**config.mk**
```make
export PLATFORM = sky130hd
export DESIGN_NAME = seq_subtractor
export DESIGN_NICKNAME = d
export VERILOG_FILES = /design/src/rtl/seq_subtractor.sv
export SDC_FILE = /design/constraint.sdc
export NUM_CORES = 1
export LEC_CHECK = 0
export CAP_MARGIN = 5
export CORE_MARGIN = 2
export CORE_UTILIZATION = 30
export CTS_CLUSTER_DIAMETER = 30
export DETAILED_ROUTE_END_ITERATION = 16
export PLACE_DENSITY = 0.5
export SLEW_MARGIN = 20
export SYNTH_ARGS = -nofsm -noshare
export SYNTH_HDL_FRONTEND = slang
export SYNTH_SLANG_ARGS = --single-unit
```
**constraint.sdc**
```tcl
create_clock -name CLK -period 3.88 [get_ports CLK]
set_input_delay 0.388 -clock CLK [delete_from_list [all_inputs] [get_ports CLK]]
set_output_delay 0.388 -clock CLK [all_outputs]
set_load 0.05 [all_outputs]
```
**src/rtl/seq_subtractor.sv**
```systemverilog
// rtl/seq_subtractor.sv - chunk-serial A - B - BIN subtractor with START/BUSY/DONE handshake
// Optional: define SEQ_SUBTRACTOR_ADD_MODE_EN to add the OP port (OP=1 computes A + B + BIN).
module seq_subtractor #(
  parameter int SIZE  = 32,
  parameter int CHUNK = 8
) (
  input  logic            CLK,
  input  logic            RST,
  input  logic            START,
  input  logic [SIZE-1:0] A,
  input  logic [SIZE-1:0] B,
  input  logic            BIN,
`ifdef SEQ_SUBTRACTOR_ADD_MODE_EN
  input  logic            OP,
`endif
  output logic            BUSY,
  output logic            DONE,
  output logic [SIZE-1:0] DIFF,
  output logic            BOUT,
  output logic            OVF,
  output logic            ZERO
);
  localparam int NCH = SIZE / CHUNK;
  localparam int CW  = (NCH + 1 <= 2) ? 1 : $clog2(NCH + 1);
  localparam logic [CW-1:0] LAST = CW'(NCH - 1);

  typedef enum logic [1:0] {S_IDLE, S_RUN, S_DONE} state_t;

  state_t           state, state_nxt;
  logic [SIZE-1:0]  a_q, b_q, diff_q, diff_nxt;
  logic             add_q, borrow, op_in, accept, last;
  logic             bout_q, ovf_q, zero_q, ovf_nxt;
  logic [CW-1:0]    cnt;
  logic [CHUNK-1:0] a_c, b_c;
  logic [CHUNK:0]   step;
  int               idx;

`ifdef SEQ_SUBTRACTOR_ADD_MODE_EN
  assign op_in = OP;
`else
  assign op_in = 1'b0;
`endif

  assign accept = START && (state != S_RUN);
  assign last   = (cnt == LAST);

  always_ff @(posedge CLK) begin
    if (RST) state <= S_IDLE;
    else     state <= state_nxt;
  end

  always_comb begin
    state_nxt = state;
    case (state)
      S_IDLE:  if (START) state_nxt = S_RUN;
      S_RUN:   if (last)  state_nxt = S_DONE;
      S_DONE:  state_nxt = START ? S_RUN : S_IDLE;
      default: state_nxt = S_IDLE;
    endcase
  end

  always_comb begin
    BUSY = (state == S_RUN);
    DONE = (state == S_DONE);
  end

  // One chunk per cycle; the top bit of the CHUNK+1 wide step is the borrow (or carry) out.
  always_comb begin
    idx      = int'(cnt) * CHUNK;
    a_c      = a_q[idx +: CHUNK];
    b_c      = b_q[idx +: CHUNK];
    if (add_q) step = {1'b0, a_c} + {1'b0, b_c} + {{CHUNK{1'b0}}, borrow};
    else       step = {1'b0, a_c} - {1'b0, b_c} - {{CHUNK{1'b0}}, borrow};
    diff_nxt = diff_q;
    diff_nxt[idx +: CHUNK] = step[CHUNK-1:0];
    if (add_q) ovf_nxt = (a_q[SIZE-1] == b_q[SIZE-1]) && (diff_nxt[SIZE-1] != a_q[SIZE-1]);
    else       ovf_nxt = (a_q[SIZE-1] != b_q[SIZE-1]) && (diff_nxt[SIZE-1] != a_q[SIZE-1]);
  end

  always_ff @(posedge CLK) begin
    if (RST) begin
      a_q    <= '0;
      b_q    <= '0;
      add_q  <= 1'b0;
      borrow <= 1'b0;
      cnt    <= '0;
      diff_q <= '0;
      bout_q <= 1'b0;
      ovf_q  <= 1'b0;
      zero_q <= 1'b0;
    end else if (accept) begin
      a_q    <= A;
      b_q    <= B;
      add_q  <= op_in;
      borrow <= BIN;
      cnt    <= '0;
    end else if (state == S_RUN) begin
      diff_q <= diff_nxt;
      borrow <= step[CHUNK];
      cnt    <= cnt + 1'b1;
      if (last) begin
        bout_q <= step[CHUNK];
        ovf_q  <= ovf_nxt;
        zero_q <= (diff_nxt == '0);
      end
    end
  end

  assign DIFF = diff_q;
  assign BOUT = bout_q;
  assign OVF  = ovf_q;
  assign ZERO = zero_q;
endmodule

```
After elaboration in Yosys (flattened, before gate mapping) --
Cells that the tools add are included.
Cells by class: add/sub/neg operators 4, $mul 0, div/mod/pow operators 0, magnitude comparators 0, eq/ne operators 8, shifts and indexed selects 4, mux-type cells 7, bitwise logic cells 1, reductions and logical operators 9
Operators by type and width (number):
- variable part select 32 x 7 -> 8 bit | 2
- negation 6 -> 33 bit | 1
- variable shift 8 x 33 -> 32 bit, first input constant | 1
- variable part select 8 x 33 -> 32 bit | 1
- bitwise mux 32 bit | 1
- zero test 32 bit | 1
- subtractor 8 x 8 -> 9 bit | 1
- subtractor 9 x 1 -> 9 bit | 1
- one-hot mux 2 bit (3 select lines) | 1
- 2-to-1 mux 2 bit | 2
- != test 2 x 1 -> 1 bit, second input constant | 2
- AND reduction 2 bit | 2
- adder 3 x 1 -> 3 bit, second input constant | 1
- equality test 3 x 2 -> 1 bit, second input constant | 1
- 2-to-1 mux 1 bit | 3
- AND reduction 3 bit | 1
- equality test 2 x 1 -> 1 bit, second input constant | 1
- equality test 2 bit, second input constant | 1
- logical AND 1 bit | 2
- zero test 2 bit | 1
- != test 1 bit | 2
- != test 2 bit, second input constant | 1
- nonzero test 2 bit | 1
- OR reduction 2 bit | 1
- NOT 1 bit | 1
Word-level totals: register bits after elaboration 105, bits in latches 0, memory bits (writable) 0, memory bits (read-only) 0, input bits 68, output and inout bits 37, word-level logic and storage cells 42, memories 0

Depth between registers and ports, before layout --
word-level depth 7, gate-level depth with buffers 15, depth with buffers taken out 12

Worst setup path before layout --
No wires, ideal clock.
path type register -> register, start point reg cnt[0], end point reg ovf_q (netlist: OVF), setup time 0.120 ns, arrival 3.873 ns, required time 3.760 ns, path slack -0.113 ns, cell stages (with the launch flop) 16, buffers on the path 3, path through dfxtp_1 buf_6 buf_4 buf_1 mux4_2 nand2_1 ha_1 inv_1 ha_1 a211o_1 or3_1 o221ai_1 xnor2_2 mux2i_1 and3b_1 o31a_1
Between the ends: word-level cells in the longest chain between the ends 7
Ends and longest elaborated chain:
- start: declaration | RTL line 33 | logic [CW-1:0] cnt;
- start signal: assignment | RTL line 100 | cnt <= cnt + 1'b1;
- variable part select 32 x 7 -> 8 bit (on tied branches) | RTL line 70, 71
- subtractor 8 x 8 -> 9 bit | RTL line 73 | else step = {1'b0, a_c} - {1'b0, b_c} - {{CHUNK{1'b0}}, borrow};
- subtractor 9 x 1 -> 9 bit | RTL line 73
- variable part select 8 x 33 -> 32 bit | RTL line 75 | diff_nxt[idx +: CHUNK] = step[CHUNK-1:0];
- bitwise mux 32 bit | RTL line 75
- != test 1 bit | RTL line 77 | else ovf_nxt = (a_q[SIZE-1] != b_q[SIZE-1]) && (diff_nxt[SIZE-1] != a_q[SIZE-1]);
- logical AND 1 bit | RTL line 77
- end signal: assignment | RTL line 103 | ovf_q <= ovf_nxt;
- end: declaration | RTL line 32 | logic bout_q, ovf_q, zero_q, ovf_nxt;
Several ways; a longest one is shown, not always the timed one. A chain may end at the register's enable or synchronous reset.

Final worst setup path --
Same ends and word-level chain as after synthesis.

==> flow_summary.ini <==
[placed_design]
port-buffer-count = 104
routabilityCongestion = 0.8731
post_dp_cell_area_um2 = 6319
dp_hpwl_um = 10540
dp_cells = 917

[worst_hold_path]
hold_path_class = flop to flop
hold_start = a_q[5]

[timing]
max_slew_margin_pct = 53.41
rsz0062_at_grt = false
fin_skew_ns = 0.009251
finalSetupViolCount = 0
drv_slew = 0
fmax_ghz = 0.2799
finalHoldViolations = 0
worst_hold_slack_ns = 0.4558
period_needed_ns = 3.573
tns_ns = 0
tightest_slew_ns = 0.6989
timing.final.crit_share_pct = 92.09

[cts]
cts-resized-gates = 0
cts_tree = yes
cts.reportedPaths.clkPinSlew_ns = 0.07
clock_sinks = 105
postCtsHoldBufs = 0
postCtsSetupBuffers = 0
clockBufferDepth = 2
cts_buffers = 9
insertion_delay_ns = 0.35
cts-root-buf = clkbuf_16
htree_levels = 3

[synthesis]
synth.distinct_cells = 55
synth_edf_count = 0
async_flop_share_pct = 0
ys_warn_count = 0
syn_area_per_cell_um2 = 8.163
ys_ff_latch = 105
syn-cell-area_um2 = 4996
postSynth.topFlopCell = dfxtp_1
syn-num-nets = 698
yosysSeqAreaShare_pct = 42.07
synth_cells = 612

[power]
leakage_nw = 2.456
powerDensity_nw_per_um2 = 431.9
switching_power_mw = 0.8579
comb_power_share_pct = 26.7
p_sw_share_pct = 29.97
internal_power_mw = 2.005
p_clk_share_pct = 32.6
seq_power_share_pct = 40.8
ir_worst_vdd_uv = 226.0

[detailed_routing]
initialDrtViolationCount = 229
wl_um = 13920
routedWlPerCell_um = 14.94
remaining_drc_errors = 0
vias_per_cell = 4.834
vias = 4505
ant_nets = 0
first_pass_iters = 4

[layout]
area_growth_pct = 32.68
postLayoutCoreUtil_pct = 40.40
antenna_cells = 0
nNetsFinal = 794
fin_cells = 932
drive_above_1_share_pct = 8.989
finalInstanceArea_um2 = 6629

[flow_run]
drv_cap = 0

[die]
num_io_pins = 105
initial_utilization_pct = 30.45
core_area_um2 = 16410
die_height_um = 133.1
row_count = 47
dieArea_um2 = 17700
die_w_um = 133.1

[critical_path]
critical_path.max_fanout = 9
cp.required_ns = 4.13
r2r_start = cnt[0]
endpoint_kind = flop
crit_arrival_ns = 3.82
crit_type = flop to flop
crit_path_start = cnt[0]
start_kind = flop

[grt]
grt_pass1_wl_um = 22700
grt_overflow = 0
first_global_vias = 4393
antenna_found_initial = 0
grt_util_all_layers_pct = 16.17
grt_max_degree = 65

[run_status]
outcome = finished clean
==> worst paths after layout <==
kind	end	slack [ns]	cells after the start
worst min-delay path	a_q[5]	0.46	2
worst min register to register	a_q[5]	0.46	2
worst max-delay path	OVF	0.31	13
worst max register to register	OVF	0.31	13
==> cells in the final DEF, fill, tap and decap left out, types with 3 or more instances in the layout <==
master	instances
nand2_1	165
dfxtp_1	103
clkdlybuf4s50_1	103
a21oi_1	99
nor2_1	37
buf_4	22
inv_1	19
ha_1	16
mux4_2	15
nand3_1	13
o21ai_0	11
clkbuf_16	9
mux2i_1	8
nand2b_1	7
and2_1	7
xnor2_1	6
nor3_1	6
a31oi_1	4
o22ai_1	3
nor3b_1	3
a211oi_1	3
or4_1	3
==> Yosys cell counts (8+ instances only) <==
master,n,share of area [%]
a21oi_1,99,9.9
o21ai_0,11,1.1
ha_1,16,4.0
nand3_1,13,1.3
mux2i_1,8,1.6
dfxtp_1,105,42
nand2_1,166,12
clkbuf_1,34,2.6
nor2_1,38,2.9
inv_1,19,1.4
mux4_2,15,6.8
==> stage by stage <==
step | worst slack, ns | total power, mW
final | 0.3068 | 2.863
after global routing | 0.07184 | 3.012
after CTS | 0.01005 | 2.894
after detailed placement | 0.03116 | 1.954
after global placement | 0.1447 | 1.945
after floorplan | 0.1312 | 1.653
==> power by group through the flow <==
| stage | Combinational, mW | Sequential, mW | Clock, mW |
|---|---|---|---|
| final | 0.763 | 1.17 | 0.932 |
| after global routing | 0.833 | 1.17 | 1.00 |
| after CTS | 0.766 | 1.17 | 0.960 |
| after detailed placement | 0.762 | 1.19 | 0 |
| after global placement | 0.752 | 1.19 | 0 |
| after floorplan | 0.441 | 1.21 | 0 |
==> cells by family after synthesis <==
group / count (synthesis) / share of synthesized area [%]
AO/OA/AOI/OAI: 137 / 15.50
multiplexers: 25 / 8.815
buffers and inverters: 59 / 4.708
AND/OR/NAND/NOR: 260 / 22.54
XOR/XNOR: 8 / 1.553
adder cells (fa/ha/maj): 18 / 4.808
flip-flops: 105 / 42.07
==> routing by layer <==
layer | track usage, % | share of wire, % | routed length (um) | vias to the layer above
li1 | - | - | - | 2273
met1 | 21.85 | 48 | 6629 | 2096
met2 | 26.28 | 46 | 6411 | 116
met3 | 2.874 | 4.7 | 660 | 20
met4 | 5.197 | 1.6 | 219 | 0
met5 | 0 | 0 | 0 | -
==> registers in the layout (all words and copies together) (netlist names) <==
| name | cells |
|---|---|
| DIFF | 32 |
| a_q | 32 |
| b_q | 32 |
| cnt | 3 |
| state | 2 |
| BOUT | 1 |
| OVF | 1 |
| ZERO | 1 |
| borrow | 1 |
==> cell type report <==
type / count / area (um^2)
timing repair buffer: 125 / 1196
multi-input combinational: 448 / 2674
sequential: 105 / 2107
clock buffer: 11 / 252.7
clock inverter: 4 / 52.55
tap: 220 / 275.3
fill: 1656 / 9778
inverter: 19 / 71.32
==> worst max-delay path: stages (launching register included) <==
cell	delay, ns
dfxtp_4	0.42
buf_4	0.18
mux4_2	0.50
nand2_1	0.09
ha_1	0.23
inv_1	0.07
ha_1	0.28
a211o_1	0.33
or3_1	0.30
o221ai_1	0.27
xnor2_2	0.12
mux2i_1	0.30
nor3b_1	0.09
o31a_1	0.28
No activity file was read; power rests on OpenSTA's default activity.
